**config.mk**
```make
export PLATFORM = sky130hd
export DESIGN_NAME = writeback_stage
export DESIGN_NICKNAME = d
export VERILOG_FILES = /design/src/rtl/writeback_stage.sv
export SDC_FILE = /design/constraint.sdc
export NUM_CORES = 1
export LEC_CHECK = 0
export ABC_AREA = 0
export CAP_MARGIN = 20
export CORE_MARGIN = 4
export CORE_UTILIZATION = 35
export CTS_CLUSTER_SIZE = 14
export DETAILED_ROUTE_END_ITERATION = 7
export GPL_TIMING_DRIVEN = 0
export PLACE_DENSITY_LB_ADDON = 0.1
export SYNTH_ARGS = -nofsm -noshare
export SYNTH_HDL_FRONTEND = slang
export SYNTH_SLANG_ARGS = --single-unit
```
**constraint.sdc**
```tcl
create_clock -name clk -period 3 [get_ports clk]
set_input_delay 0.6 -clock clk [delete_from_list [all_inputs] [get_ports clk]]
set_output_delay 0.6 -clock clk [all_outputs]
set_load 0.02 [all_outputs]
```
**src/rtl/writeback_stage.sv**
```systemverilog
// writeback_stage
// Final pipeline stage between the memory stage and the register-file write
// port. Takes one retiring instruction at a time over a valid/ready handshake.
// A load parks the stage until data memory returns its word. The word is then
// aligned and sign/zero-extended, and a one-cycle registered regfile write is
// issued. Forwarding, load-pending status and a retired-instruction counter
// are exported for hazard logic and performance monitoring.
//
// Ports
//   clk, reset_n          clock (rising edge), async active-low reset
//   mem_valid/mem_ready   handshake from the memory stage
//   mem_rd, mem_writes_rd destination register and its write enable
//   mem_is_load           instruction is a load
//   mem_funct3            load size/sign code
//   mem_addr_lo           low two bits of the load byte address
//   mem_result            result value for non-loads
//   dmem_rdata/rvalid     data-memory read return
//   address_dest, data_dest, write_dest   registered regfile write port
//   fwd_valid, fwd_rd, fwd_data           bypass view of the write port
//   load_pending, load_pending_rd         outstanding load status
//   retired_count         completed instructions, wraps silently
//
// States
//   S_IDLE      | ready to accept; non-loads retire directly from here
//   S_WAIT_LOAD | load accepted, waiting for dmem_rvalid
module writeback_stage #(
    parameter int RETIRE_WIDTH = 64
) (
    input  logic                    clk,
    input  logic                    reset_n,
    input  logic                    mem_valid,
    output logic                    mem_ready,
    input  logic [4:0]              mem_rd,
    input  logic                    mem_writes_rd,
    input  logic                    mem_is_load,
    input  logic [2:0]              mem_funct3,
    input  logic [1:0]              mem_addr_lo,
    input  logic [31:0]             mem_result,
    input  logic [31:0]             dmem_rdata,
    input  logic                    dmem_rvalid,
    output logic [4:0]              address_dest,
    output logic [31:0]             data_dest,
    output logic                    write_dest,
    output logic                    fwd_valid,
    output logic [4:0]              fwd_rd,
    output logic [31:0]             fwd_data,
    output logic                    load_pending,
    output logic [4:0]              load_pending_rd,
    output logic [RETIRE_WIDTH-1:0] retired_count
);

    typedef enum logic {
        S_IDLE      = 1'b0,
        S_WAIT_LOAD = 1'b1
    } state_t;

    state_t r_state;
    state_t w_state_next;

    logic                    w_mem_ready;
    logic                    w_load_pending;
    logic                    w_accept;
    logic                    w_load_done;

    logic [4:0]              r_ld_rd;
    logic                    r_ld_wr;
    logic [2:0]              r_ld_f3;
    logic [1:0]              r_ld_lo;

    logic                    r_write_dest;
    logic [4:0]              r_address_dest;
    logic [31:0]             r_data_dest;
    logic [RETIRE_WIDTH-1:0] r_retired;

    logic [7:0]              w_byte;
    logic [15:0]             w_half;
    logic [31:0]             w_load_data;

    localparam logic [RETIRE_WIDTH-1:0] ONE = {{(RETIRE_WIDTH-1){1'b0}}, 1'b1};

    // ---------------- FSM: state register ----------------
    always_ff @(posedge clk or negedge reset_n) begin
        if (!reset_n) begin
            r_state <= S_IDLE;
        end else begin
            r_state <= w_state_next;
        end
    end

    // ---------------- FSM: next state ----------------
    always_comb begin
        w_state_next = r_state;
        case (r_state)
            S_IDLE:      if (mem_valid && mem_is_load) w_state_next = S_WAIT_LOAD;
            S_WAIT_LOAD: if (dmem_rvalid)              w_state_next = S_IDLE;
            default:     w_state_next = S_IDLE;
        endcase
    end

    // ---------------- FSM: outputs ----------------
    always_comb begin
        w_mem_ready    = 1'b0;
        w_load_pending = 1'b0;
        case (r_state)
            S_IDLE:      w_mem_ready    = 1'b1;
            S_WAIT_LOAD: w_load_pending = 1'b1;
            default:     w_mem_ready    = 1'b0;
        endcase
    end

    assign w_accept    = mem_valid && w_mem_ready;
    // rvalid only means something while a load is outstanding
    assign w_load_done = w_load_pending && dmem_rvalid;

    // ---------------- load alignment ----------------
    always_comb begin
        w_byte = 8'h00;
        case (r_ld_lo)
            2'd0:    w_byte = dmem_rdata[7:0];
            2'd1:    w_byte = dmem_rdata[15:8];
            2'd2:    w_byte = dmem_rdata[23:16];
            default: w_byte = dmem_rdata[31:24];
        endcase
        w_half = r_ld_lo[1] ? dmem_rdata[31:16] : dmem_rdata[15:0];

        w_load_data = dmem_rdata;
        case (r_ld_f3)
            3'b000:  w_load_data = {{24{w_byte[7]}}, w_byte};
            3'b001:  w_load_data = {{16{w_half[15]}}, w_half};
            3'b100:  w_load_data = {24'h000000, w_byte};
            3'b101:  w_load_data = {16'h0000, w_half};
            default: w_load_data = dmem_rdata;
        endcase
    end

    // ---------------- load capture ----------------
    always_ff @(posedge clk or negedge reset_n) begin
        if (!reset_n) begin
            r_ld_rd <= 5'd0;
            r_ld_wr <= 1'b0;
            r_ld_f3 <= 3'd0;
            r_ld_lo <= 2'd0;
        end else if (w_accept && mem_is_load) begin
            r_ld_rd <= mem_rd;
            r_ld_wr <= mem_writes_rd;
            r_ld_f3 <= mem_funct3;
            r_ld_lo <= mem_addr_lo;
        end
    end

    // ---------------- write port and retire counter ----------------
    // address/data only move when a strobe is issued, so the bypass view keeps
    // showing the last real write while the strobe is low.
    always_ff @(posedge clk or negedge reset_n) begin
        if (!reset_n) begin
            r_write_dest   <= 1'b0;
            r_address_dest <= 5'd0;
            r_data_dest    <= 32'd0;
            r_retired      <= '0;
        end else begin
            r_write_dest <= 1'b0;
            if (w_accept && !mem_is_load) begin
                r_retired <= r_retired + ONE;
                if (mem_writes_rd && (mem_rd != 5'd0)) begin
                    r_write_dest   <= 1'b1;
                    r_address_dest <= mem_rd;
                    r_data_dest    <= mem_result;
                end
            end else if (w_load_done) begin
                r_retired <= r_retired + ONE;
                if (r_ld_wr && (r_ld_rd != 5'd0)) begin
                    r_write_dest   <= 1'b1;
                    r_address_dest <= r_ld_rd;
                    r_data_dest    <= w_load_data;
                end
            end
        end
    end

    assign mem_ready       = w_mem_ready;
    assign load_pending    = w_load_pending;
    assign load_pending_rd = w_load_pending ? r_ld_rd : 5'd0;

    assign write_dest      = r_write_dest;
    assign address_dest    = r_address_dest;
    assign data_dest       = r_data_dest;
    assign fwd_valid       = r_write_dest;
    assign fwd_rd          = r_address_dest;
    assign fwd_data        = r_data_dest;
    assign retired_count   = r_retired;

endmodule

```
==> results.cfg <==
[outcome]
status = finished clean

[routing]
drcViolationCount = 0
ant_nets = 0
drt_iter0_drc = 397
vias = 5685
totalWireLength_mm = 20.59
vias_per_cell = 5.117
drt_first_pass_iters = 5
post_drt_wl_per_cell_um = 18.53

[critical_path]
critPathCaptureType = flip-flop
cp_max_fo = 10
timing.rr.start = r_ld_lo[1]
start_kind = primary input
worstReg2RegEnd = data_dest[28]
required_ps = 3330
crit_path_start = mem_valid
r2r_slack_ps = 340
r2r_cells = 7
worstSetupPathType = primary input to flip-flop
critPathArrivalTime_ps = 3070

[sta]
setup_violations = 0
finalHoldViolations = 0
rsz0062_at_grt = no
min_period_ps = 2738
skew_ps = 6.848
tightest_slew_ps = 1003
timing.hold.ws_ps = 51.89
fmax_mhz = 365.2
final_max_slew_viol_count = 0
slew_headroom_pct = 32.55
timing.final.crit_share_pct = 91.27

[power_and_ir_drop]
cellPowerDensity_nw_per_um2 = 760.9
p_leak_nw = 3.907
p_total_w = 0.006996
irDropWorstVdd_mv = 0.4110

[yosys]
ys_types = 48
yosysWarnings = 0
async_reset_ff_share_pct = 100.0
yosysSeqAreaShare_pct = 47.25
synth_nets = 712
synthFlopType = dfrtp_1
synth.avg_cell_area_um2 = 9.567
syn_inst = 631
synth_area_um2 = 6037
synth_edf_count = 0
ys_ff_latch = 114

[clock_network]
h-tree-depth = 4
clockBufferDepth = 2
cts_tree = done
post_cts_buffers = 0
cts_made_buffers = 17
clkSinkCount = 114
ctsHoldBuffers = 0
cts_root_buf = clkbuf_16
clkLatencyLatePin_ps = 410
post_cts_resized = 0
path_clk_slew_ps = 50

[floorplan]
io_pins = 227
core_area_um2 = 16760
initial_core_util_pct = 36.02
die_area_um2 = 19410
rows = 47
dieHeight_um = 139.3
die-width_um = 139.3

[placed_design]
placed_cell_area_um2 = 8603
io_buffers = 226
place.gp.congestion = 0.8554
dp.cells = 1078
dp_hpwl_mm = 15.89

[finish]
multi_input_area_um2 = 2703
final_util_pct = 54.86
fin_nets = 958
design_area_um2 = 9194
register_area_um2 = 2853
finalNonFillerCells = 1111
nFillCells = 1488
layout-drive-gt1-share_pct = 10.45
synthToLayoutAreaGrowth_pct = 52.29

[run]
cap_violations = 0

[hold_path]
hp-class = primary input to asynchronous set/reset pin

[global_routing]
grt_max_degree = 89
grt_pass1_vias = 5708
antenna_found_initial = 1
grt_overflow = 0
grt_use_total_pct = 21.05
grt_pass1_wl_mm = 32.55
-- worst max path at each step --
stage                                    to  slack [ps]  depth (start not counted)
final                     retired_count[61]         260                          7
after global routing      retired_count[61]          70                          5
after CTS                      data_dest[9]          10                          7
after detailed placement       data_dest[9]        -400                          7
after global placement     retired_count[1]       -3180                          1
after floorplan           retired_count[18]         660                          7
-- area by class of cell --
type,count,share of cell area [%]
Clock inverter,9,1.143
Buffer,65,4.232
Clock buffer,23,5.199
Tap cell,220,2.994
Multi-Input combinational cell,426,29.40
Inverter,26,1.062
Antenna cell,1,0.02722
Timing Repair Buffer,227,24.92
Sequential cell,114,31.03
-- sequential cells by signal (all words and copies together) (netlist names) --
name           flops
r_ld_f3            3
r_ld_rd            5
r_state            1
r_ld_wr            1
retired_count     64
address_dest       5
fwd_valid          1
r_ld_lo            2
data_dest         32
-- critical path, stage by stage --
cell,delay [ps]
clkdlybuf4s50_1,520
or3b_1,360
buf_2,220
a211oi_2,420
nand4_1,410
nor3_1,340
xor2_1,180
-- stage by stage --
| step | TNS, ps | setup slack, ps |
|---|---|---|
| CTS | 0 | 14.52 |
| floorplan | 0 | 664.2 |
| detailed placement | -10100 | -400.6 |
| global route | 0 | 72.15 |
| finish | 0 | 261.9 |
| global placement | -370750 | -3183 |
-- layout by cell type, fill, tap and decap left out, types with 14 or more instances in the layout --
cell / synthesis / layout
clkbuf_1: 23 / 26
clkbuf_16: 0 / 17
xnor2_1: 28 / 28
buf_4: 38 / 38
nor4_1: 14 / 14
a221oi_1: 25 / 25
a31oi_1: 19 / 19
dfrtp_1: 114 / 114
inv_1: 25 / 25
nor3_1: 16 / 16
nor2_1: 73 / 73
nand2_1: 62 / 62
clkdlybuf4s50_1: 0 / 225
nand3_1: 31 / 31
xor2_1: 35 / 35
nand4_1: 19 / 19
-- cell families after synthesis --
| family | count (synthesis) | synth area share [%] |
|---|---|---|
| mux | 14 | 2.777 |
| xor+xnor | 63 | 9.140 |
| fa+ha+maj | 1 | 0.2072 |
| flops | 114 | 47.25 |
| simple gates | 250 | 20.35 |
| compound gates | 98 | 12.21 |
| buf+inv | 91 | 8.062 |
-- power by group --
part           leakage [nW]  internal (W)  total (W)  switching [W]
Clock                 0.287       0.00128    0.00198       0.000699
Combinational          2.19       0.00148    0.00287        0.00139
Sequential             1.43       0.00184    0.00214       0.000305
Total                  3.91       0.00460    0.00700        0.00239
-- synthesized netlist by cell type, drive strengths merged (2+ instances only) --
cell type	number	area share (%)
and4	4	0.58
nor2	73	4.5
and3	6	0.62
a22o	2	0.29
dfrtp	114	47
nand4	22	2.7
clkbuf	23	1.4
nor2b	8	0.83
a31oi	19	2.0
a221oi	25	3.6
mux2	12	2.2
nand3	31	2.6
o221ai	7	1.0
and2	6	0.62
nand2b	2	0.21
a211oi	8	1.1
xnor2	28	4.1
buf	42	5.0
o21ai	10	0.83
a21o	9	1.1
nor3	17	1.5
a2111oi	2	0.60
nor4	15	1.8
xor2	35	5.1
o22ai	8	0.83
inv	25	1.6
nand2	62	3.9
a21oi	5	0.41
-- per-layer routing --
layer | track usage [%] | up-vias | wire length (um)
met5 | 0 | - | 0
met4 | 7.570 | 0 | 528
met3 | 5.420 | 36 | 1426
met2 | 33.64 | 241 | 9584
met1 | 27.75 | 2705 | 9051
li1 | - | 2703 | -
Power figures use the tool's default switching activity.
